### src/rtl/mem_arbiter.sv
// mem_arbiter: two-requester (IFU fetch, LSU load/store) arbiter onto a
// single-ported memory. Three-state FSM (IDLE -> ACCESS -> RESP), so each
// transaction takes three cycles and the requester sees its ack in RESP.
//
// Ports:
//   clk, rst_n                 clock, synchronous active-low reset
//   ifu_req_i/addr_i           fetch request (read only)
//   ifu_data_o/ack_o           registered fetch data, one-cycle ack
//   lsu_req_i/we_i/addr_i/data_i  load/store request
//   lsu_data_o/ack_o           registered load data, one-cycle ack
//   mem_rd_en_o/wr_en_o/addr_o/data_o  memory command (ACCESS state only)
//   mem_data_i                 combinational read data from memory
//   busy_o                     FSM not in IDLE
module mem_arbiter #(
  parameter int PRIORITY_MODE = 0,  // 0 = round-robin, 1 = LSU always wins
  parameter int ADDR_WIDTH    = 32
) (
  input  logic                  clk,
  input  logic                  rst_n,
  input  logic                  ifu_req_i,
  input  logic [ADDR_WIDTH-1:0] ifu_addr_i,
  output logic [31:0]           ifu_data_o,
  output logic                  ifu_ack_o,
  input  logic                  lsu_req_i,
  input  logic                  lsu_we_i,
  input  logic [ADDR_WIDTH-1:0] lsu_addr_i,
  input  logic [31:0]           lsu_data_i,
  output logic [31:0]           lsu_data_o,
  output logic                  lsu_ack_o,
  output logic                  mem_rd_en_o,
  output logic                  mem_wr_en_o,
  output logic [ADDR_WIDTH-1:0] mem_addr_o,
  output logic [31:0]           mem_data_o,
  input  logic [31:0]           mem_data_i,
  output logic                  busy_o
);

  localparam logic [1:0] S_IDLE   = 2'd0;
  localparam logic [1:0] S_ACCESS = 2'd1;
  localparam logic [1:0] S_RESP   = 2'd2;

  localparam logic ID_IFU = 1'b0;
  localparam logic ID_LSU = 1'b1;

  logic [1:0]            state_q, state_d;
  logic                  last_grant_q, last_grant_d;
  logic                  win_q, win_d;
  logic [ADDR_WIDTH-1:0] addr_q, addr_d;
  logic                  we_q, we_d;
  logic [31:0]           wdata_q, wdata_d;
  logic [31:0]           ifu_data_q, ifu_data_d;
  logic [31:0]           lsu_data_q, lsu_data_d;

  logic any_req;
  logic grant_lsu;

  assign any_req = ifu_req_i | lsu_req_i;

  // On a tie, round-robin gives the grant to whoever did not win last time.
  always_comb begin
    grant_lsu = lsu_req_i;
    if (ifu_req_i && lsu_req_i) begin
      if (PRIORITY_MODE == 1) grant_lsu = 1'b1;
      else                    grant_lsu = (last_grant_q == ID_IFU);
    end
  end

  always_comb begin
    state_d      = state_q;
    last_grant_d = last_grant_q;
    win_d        = win_q;
    addr_d       = addr_q;
    we_d         = we_q;
    wdata_d      = wdata_q;
    ifu_data_d   = ifu_data_q;
    lsu_data_d   = lsu_data_q;
    case (state_q)
      S_IDLE: begin
        if (any_req) begin
          // Snapshot the winning request; inputs are ignored until RESP.
          state_d      = S_ACCESS;
          win_d        = grant_lsu;
          last_grant_d = grant_lsu;
          addr_d       = grant_lsu ? lsu_addr_i : ifu_addr_i;
          we_d         = grant_lsu & lsu_we_i;
          wdata_d      = grant_lsu ? lsu_data_i : 32'd0;
        end
      end
      S_ACCESS: begin
        state_d = S_RESP;
        if (!we_q) begin
          if (win_q == ID_LSU) lsu_data_d = mem_data_i;
          else                 ifu_data_d = mem_data_i;
        end
      end
      default: state_d = S_IDLE;
    endcase
  end

  always_ff @(posedge clk) begin
    if (!rst_n) begin
      state_q      <= S_IDLE;
      last_grant_q <= ID_LSU;  // IFU wins the first tie after reset
      win_q        <= ID_IFU;
      addr_q       <= '0;
      we_q         <= 1'b0;
      wdata_q      <= 32'd0;
      ifu_data_q   <= 32'd0;
      lsu_data_q   <= 32'd0;
    end else begin
      state_q      <= state_d;
      last_grant_q <= last_grant_d;
      win_q        <= win_d;
      addr_q       <= addr_d;
      we_q         <= we_d;
      wdata_q      <= wdata_d;
      ifu_data_q   <= ifu_data_d;
      lsu_data_q   <= lsu_data_d;
    end
  end

  logic in_access;
  assign in_access = (state_q == S_ACCESS);

  assign mem_rd_en_o = in_access & ~we_q;
  assign mem_wr_en_o = in_access &  we_q;
  // Command bus is quiet outside ACCESS so stale addresses never leak out.
  assign mem_addr_o  = in_access ? addr_q  : '0;
  assign mem_data_o  = in_access ? wdata_q : 32'd0;

  assign ifu_ack_o  = (state_q == S_RESP) & (win_q == ID_IFU);
  assign lsu_ack_o  = (state_q == S_RESP) & (win_q == ID_LSU);
  assign ifu_data_o = ifu_data_q;
  assign lsu_data_o = lsu_data_q;
  assign busy_o     = (state_q != S_IDLE);

endmodule
### config.mk
export PLATFORM = sky130hd
export DESIGN_NAME = mem_arbiter
export DESIGN_NICKNAME = d
export VERILOG_FILES = /design/src/rtl/mem_arbiter.sv
export SDC_FILE = /design/constraint.sdc
export NUM_CORES = 1
export LEC_CHECK = 0
export CAP_MARGIN = 20
export CORE_MARGIN = 10
export CORE_UTILIZATION = 30
export CTS_BUF_LIST = sky130_fd_sc_hd__clkbuf_8 sky130_fd_sc_hd__clkbuf_16
export DETAILED_ROUTE_END_ITERATION = 6
export GPL_TIMING_DRIVEN = 0
export PLACE_DENSITY_LB_ADDON = 0.05
export SYNTH_ARGS = -nofsm -noshare
export SYNTH_HDL_FRONTEND = slang
export SYNTH_SLANG_ARGS = --single-unit
### constraint.sdc
create_clock -name clk -period 1.38 [get_ports clk]
set_input_delay 0.207 -clock clk [delete_from_list [all_inputs] [get_ports clk]]
set_output_delay 0.207 -clock clk [all_outputs]
set_load 0.02 [all_outputs]
==> flow_metrics.tcl, run 1 <==
set metrics [dict create \
    slew_viol_final 0 \
    synth.top_cell.area_share_pct 45.1 \
    first_global_vias 6276 \
    area_growth_pct 82.6 \
    grt_max_degree 17 \
    stdcell_count 1327 \
    yosysSeqAreaShare_pct 45.1 \
    setup_slack_ns -0.380 \
    cts_tree "done" \
    clock_latency_ns 0.41 \
    avgRoutedWirePerCell_um 18.2 \
    io_buffers 264 \
    violations "setup timing" \
    first_pass_iters 5 \
    wl_um 24200 \
    hold_depth 4 \
    setup_violations 200 \
    via_per_inst 4.76 \
    syn_area_per_cell_um2 8.24 \
    ys.flop_type "dfxtp_1" \
    num_vias 6318 \
    crit_type "reg -> out" \
    hold_end "win_q" \
    synth_fp_nets 849 \
    clock_path_buffers 2 \
    synth-seq-cells 133 \
    synth.area.top_cells "dfxtp_1 45%, nand2_1 8.2%, and2_1 7.0%" \
    drive_gt1_share_pct 32.5 \
    r2r_setup_slack_ns -0.19 \
    synth-edff-count 0 \
    clkSinkCount 133 \
    fin_skew_ns 0.00897 \
    cp-end-kind "output pin" \
    grt_antenna_before_repair 4 \
    antenna_left 0 \
    synth_cell_types 28 \
    maxUsedRoutingLayer "met5" \
    dieArea_mm2 0.0257 \
    final_nets 1180 \
    dpl.hpwl_um 17500 \
    peakVddDrop_v 0.000780 \
    hp-start "lsu_req_i" \
    final_common_cell "dfxtp_1" \
    min_path_type "in -> reg" \
    die_h_um 160 \
    dr_wl_met3_um 1980 \
    finalPower_uw 11600 \
    worstPathArrival_ns 1.55 \
    crit_chain "nor2b_4, buf_8, clkbuf_16, and2_4, buf_6" \
    postSynth.asyncResetShare_pct 0 \
    slew_headroom_pct 51.8 \
    worst_slew_pin_slew_ns 0.723 \
    grt_pass1_wl_um 35900 \
    rsz0062_at_grt "yes" \
    fin_crit_sh_pct 128 \
    synth_top_area_cell "dfxtp_1" \
    fin_crit_ns 1.76 \
    num_rows 51 \
    clock.fmax_mhz 568 \
    grt_use_total_pct 17.4 \
    r2r_start "state_q[1]" \
    status "complete, but fails checks" \
    worstPathMaxFanout 6 \
    reg2regPathDepth 6 \
    grt_overflow_total 0 \
    htreeDepth 4 \
    place_congestion 0.768 \
    syn_inst 716 \
    pin_count 266 \
    cp_top_family "buffers and inverters" \
    fp.dieW_um 160 \
    syn-cell-area_mm2 0.00590 \
    slowest_stage "dfxtp_4" \
    clkTransAtPathRegs_ns 0.06 \
    cts_buffers 17 \
    routed-wl-met2_um 11900 \
    crit_required_ns 1.17 \
    p_per_area_mw_per_mm2 1070 \
    cp_slowest_stage_delay_ns 0.36 \
    drt_iter0_markers 249 \
    route.layer.met1.wl_um 10100 \
    ys_warn_count 0 \
    p_leak_uw 0.00453 \
    maxCapViolations 0 \
    ctsHoldBuffers 0 \
    core_area_mm2 0.0194 \
    r2r-end "ifu_data_o[22]" \
    crit_buf_inv 3 \
    hold_viol 0 \
    clockRootBuffer "clkbuf_16" \
    final_cell_mix "131 x dfxtp_1, 129 x nand2_1, 129 x clkdlybuf4s50_1" \
    whs_ns 0.280 \
    cp-start-kind "flip-flop" \
    placed_cells 1245 \
    drc 0 \
    initial_utilization_pct 30.4 \
    final_util_pct 55.6 \
]
through the flow:
stage | setup slack (ns) | TNS, ns | instance area [um2]
after detailed placement | -1.08 | -97.62 | 8920
after global routing | -0.444 | -50.08 | 10800
after floorplan | -0.00203 | -0.0142 | 5940
after global placement | -1.01 | -92.11 | 8920
final | -0.380 | -36.18 | 10800
after CTS | -0.399 | -36.94 | 10100
flip-flops by register name, summed over array words and instances, names as in the netlist:
name,count
win_q,1
wdata_q,32
ifu_data_o,32
state_q,2
we_q,1
lsu_data_o,32
addr_q,32
last_grant_q,1
layout make-up:
| cell class | count | area, um2 |
|---|---|---|
| fillers | 1930 | 8620 |
| repair buffers | 314 | 3310 |
| multi-input cells | 504 | 3140 |
| flip-flops and latches | 133 | 2670 |
| plain buffers | 75 | 711 |
| clock buffers | 20 | 467 |
| well taps | 265 | 332 |
| clock inverters | 12 | 140 |
| inverters | 2 | 7.51 |
| diodes | 2 | 5.00 |
where the power goes:
group          switching, uW  internal, uW
Sequential               139          4090
Combinational           1290          1430
Clock                   1800          2840
Total                   3230          8360
worst max path at each step:
stage / start / end / slack (ns) / cells past startpoint
global route: state_q[0] / mem_data_o[2] / -0.44 / 5
global placement: state_q[0] / mem_data_o[0] / -1.01 / 5
CTS: state_q[0] / mem_data_o[5] / -0.40 / 5
floorplan: state_q[1] / wdata_q[24] / -0.002 / 6
detailed placement: state_q[0] / mem_data_o[0] / -1.08 / 5
finish: state_q[0] / mem_data_o[2] / -0.38 / 5
metal layers:
layer / vias up / track usage (%)
li1: 3185 / -
met1: 2925 / 20.2
met2: 184 / 28.7
met3: 20 / 7.43
met4: 4 / 4.92
met5: - / 0
what timing repair did:
action	CTS	global route
setup endpoints to repair	265	206
setup buffers	18	16
pin swaps	27	71
cloned	4	13
resized for setup	604	150
cell usage after synthesis, types with 4 or more instances:
cell type and instances:
a21oi_1 66, a311oi_1 32, and2_1 66, buf_1 5
buf_2 23, buf_4 4, buf_6 7, clkbuf_1 38
dfxtp_1 133, nand2_1 129, nand3_1 48, nand3_2 18
nand4_1 33, o21ai_0 66, o21ai_2 32
logic make-up after synthesis:
kind of cell | after synthesis | synth area share, %
DFF | 133 | 45.1
AOI/OAI and AO/OA | 199 | 21.1
buffers and inverters | 79 | 6.66
and+or+nand+nor | 305 | 27.1
tightest hold or removal path, cell delays in order:
cell            delay [ns]
dlymetal6s2s_1        0.16
buf_6                 0.16
nand3_4               0.07
a21oi_2               0.04
Note: power is estimated with default switching activity, not from simulation.
==> inputs of run 2 (changes only) <==
--- a/config.mk
+++ b/config.mk
@@ -7,7 +7,7 @@
 export LEC_CHECK = 0
 export CAP_MARGIN = 20
 export CORE_MARGIN = 10
-export CORE_UTILIZATION = 30
+export CORE_UTILIZATION = 38
 export CTS_BUF_LIST = sky130_fd_sc_hd__clkbuf_8 sky130_fd_sc_hd__clkbuf_16
 export DETAILED_ROUTE_END_ITERATION = 6
 export GPL_TIMING_DRIVEN = 0
==> run 2 against run 1 <==
The run still ends with setup timing left. Clock power decreased by 11%. Via count increased by 3.0%. Design area decreased by 1.7%. Non-clock buffer count increased by 2. Die area decreased by 19%. First-iteration DRC count increased by 27%. Clock-buffer cell count decreased by 2. Largest power group is now sequential cells.
==> flow_metrics.tcl, run 2 (synthesized netlist as in run 1, its figures left out) <==
set metrics [dict create \
    status "complete, but fails checks" \
    violations "setup timing" \
    clkTransAtPathRegs_ns 0.06 \
    clkSinkCount 133 \
    grt_pass1_wl_um 34900 \
    seq_area_mm2 0.00267 \
    dieArea_mm2 0.0209 \
    p_leak_uw 0.00450 \
    slew_viol_final 0 \
    initial_utilization_pct 38.8 \
    avgRoutedWirePerCell_um 18.6 \
    ctsHoldBuffers 0 \
    first_pass_iters 4 \
    crit_required_ns 1.17 \
    hold_viol 0 \
    pre_cts_ws_ns -0.936 \
    multiInputGateArea_mm2 0.00316 \
    setup_slack_ns -0.420 \
    startpoint "state_q[0]" \
    peakVddDrop_v 0.000923 \
    num_vias 6509 \
    cts_tree "done" \
    p_int_uw 8030 \
    htreeDepth 4 \
    cp-end-kind "output pin" \
    tns_ns -45.27 \
    cp_slowest_stage_delay_ns 0.36 \
    r2r_start "state_q[0]" \
    grt_use_total_pct 21.3 \
    setup_violations 194 \
    hp-start "ifu_addr_i[5]" \
    p_per_area_mw_per_mm2 1050 \
    drt_iter0_markers 317 \
    cp_top_family "buffers and inverters" \
    clock_path_buffers 2 \
    via_per_inst 5.21 \
    dpl.hpwl_um 16300 \
    slew_headroom_pct 54.3 \
    pwr-share-comb_pct 24.9 \
    maxCapViolations 0 \
    pin_count 266 \
    grt_antenna_before_repair 1 \
    switching_share_pct 28.0 \
    worst_slew_pin_slew_ns 0.686 \
    drc 0 \
    min_path_type "in -> reg" \
    worstPathArrival_ns 1.59 \
    clock_power_share_pct 37.2 \
    clockRootBuffer "clkbuf_16" \
    place_congestion 0.816 \
    fp.dieW_um 145 \
    io_buffers 264 \
    slowest_stage "dfxtp_4" \
    fin_crit_ns 1.80 \
    crit_buf_inv 3 \
    final_cell_mix "131 x dfxtp_1, 131 x clkdlybuf4s50_1, 129 x nand2_1" \
    drive_gt1_share_pct 32.2 \
    core_area_mm2 0.0152 \
    fin_crit_sh_pct 130 \
    final_nets 1182 \
    first_global_vias 6538 \
    worstPathMaxFanout 6 \
    grt_max_degree 17 \
    cp-start-kind "flip-flop" \
    nFillCells 1242 \
    antenna_left 0 \
    crit_chain "nor2b_4, clkbuf_8, buf_12, and2_4, buf_6" \
    area_growth_pct 79.5 \
    clock.fmax_mhz 555 \
    cts_buffers 17 \
    num_rows 45 \
    grt_overflow_total 0 \
    p_sw_uw 3120 \
    crit_type "reg -> out" \
    rsz0062_at_grt "yes" \
    wl_um 23300 \
    seqPwrFrac_pct 38.0 \
    die_h_um 145 \
    fin_skew_ns 0.00415 \
    clock_latency_ns 0.42 \
]
run 2: cell count changes in the layout (fill, tap and decap cells not counted), moves of 6 or more:
cell	previous run	this run
o21ai_1	29	42
buf_4	25	34
and2_2	8	0
clkbuf_16	28	22
and2_1	6	20
and2_4	52	46
buf_6	94	78
clkinv_2	1	7
nand3_2	20	26
o21ai_0	29	10
clkbuf_2	3	10
buf_12	5	11
run 2: metal layers:
metal | routed length, um | track usage (%) | vias to the layer above
li1 | - | - | 3184
met1 | 9020 | 23.4 | 3079
met2 | 11800 | 36.3 | 225
met3 | 2130 | 8.69 | 21
met4 | 384 | 7.39 | 0
met5 | 0 | 0 | -
run 2: layout make-up:
type	count	area share [%]
Timing Repair Buffer	316	31.1
Tap cell	188	2.22
Clock buffer	18	4.15
Antenna cell	1	0.0236
Sequential cell	133	25.2
Buffer	75	6.48
Multi-Input combinational cell	504	29.9
Clock inverter	12	0.862
Inverter	2	0.0709
run 2: metrics by stage:
| step | instance area [um2] | hold WS (ns) | util (%) | total power [uW] | std cells |
|---|---|---|---|---|---|
| detailed placement | 8820 | 0.445 | 58.0 | 6340 | 1168 |
| floorplan | 5940 | 0.337 | - | 5350 | 716 |
| global route | 10600 | 0.363 | 69.7 | 11600 | 1249 |
| CTS | 10200 | 0.340 | 67.1 | 11000 | 1238 |
| global placement | 8820 | 0.443 | 58.0 | 6330 | 1168 |
| finish | 10600 | 0.351 | 69.7 | 11100 | 1249 |
run 2: power groups by stage:
stage,Combinational (uW),Sequential (uW),Clock [uW]
2_1_floorplan,978,4370,0
3_3_place_gp,2040,4290,0
3_5_place_dp,2050,4300,0
4_1_cts,2540,4220,4220
5_1_grt,2970,4260,4370
6_report,2770,4230,4140
run 2: final timing paths:
| kind | end | slack, ns | depth (start not counted) |
|---|---|---|---|
| max reg2reg | ifu_data_o[13] | -0.29 | 7 |
| min | addr_q[5] | 0.35 | 3 |
| max | mem_addr_o[5] | -0.42 | 5 |
| min reg2reg | lsu_data_o[3] | 0.45 | 2 |
run 2: worst register-to-register path, cell delays in order (launching register included):
cell,delay [ns]
dfxtp_4,0.36
buf_4,0.11
buf_6,0.09
or4b_4,0.48
buf_4,0.16
buf_4,0.15
buf_12,0.15
o21ai_2,0.11
run 2: repair_timing:
action	4_1_cts	5_1_grt
cloned	16	4
setup buffers	24	9
gates resized for setup	660	107
pin swaps	29	27
setup endpoints to repair	265	203
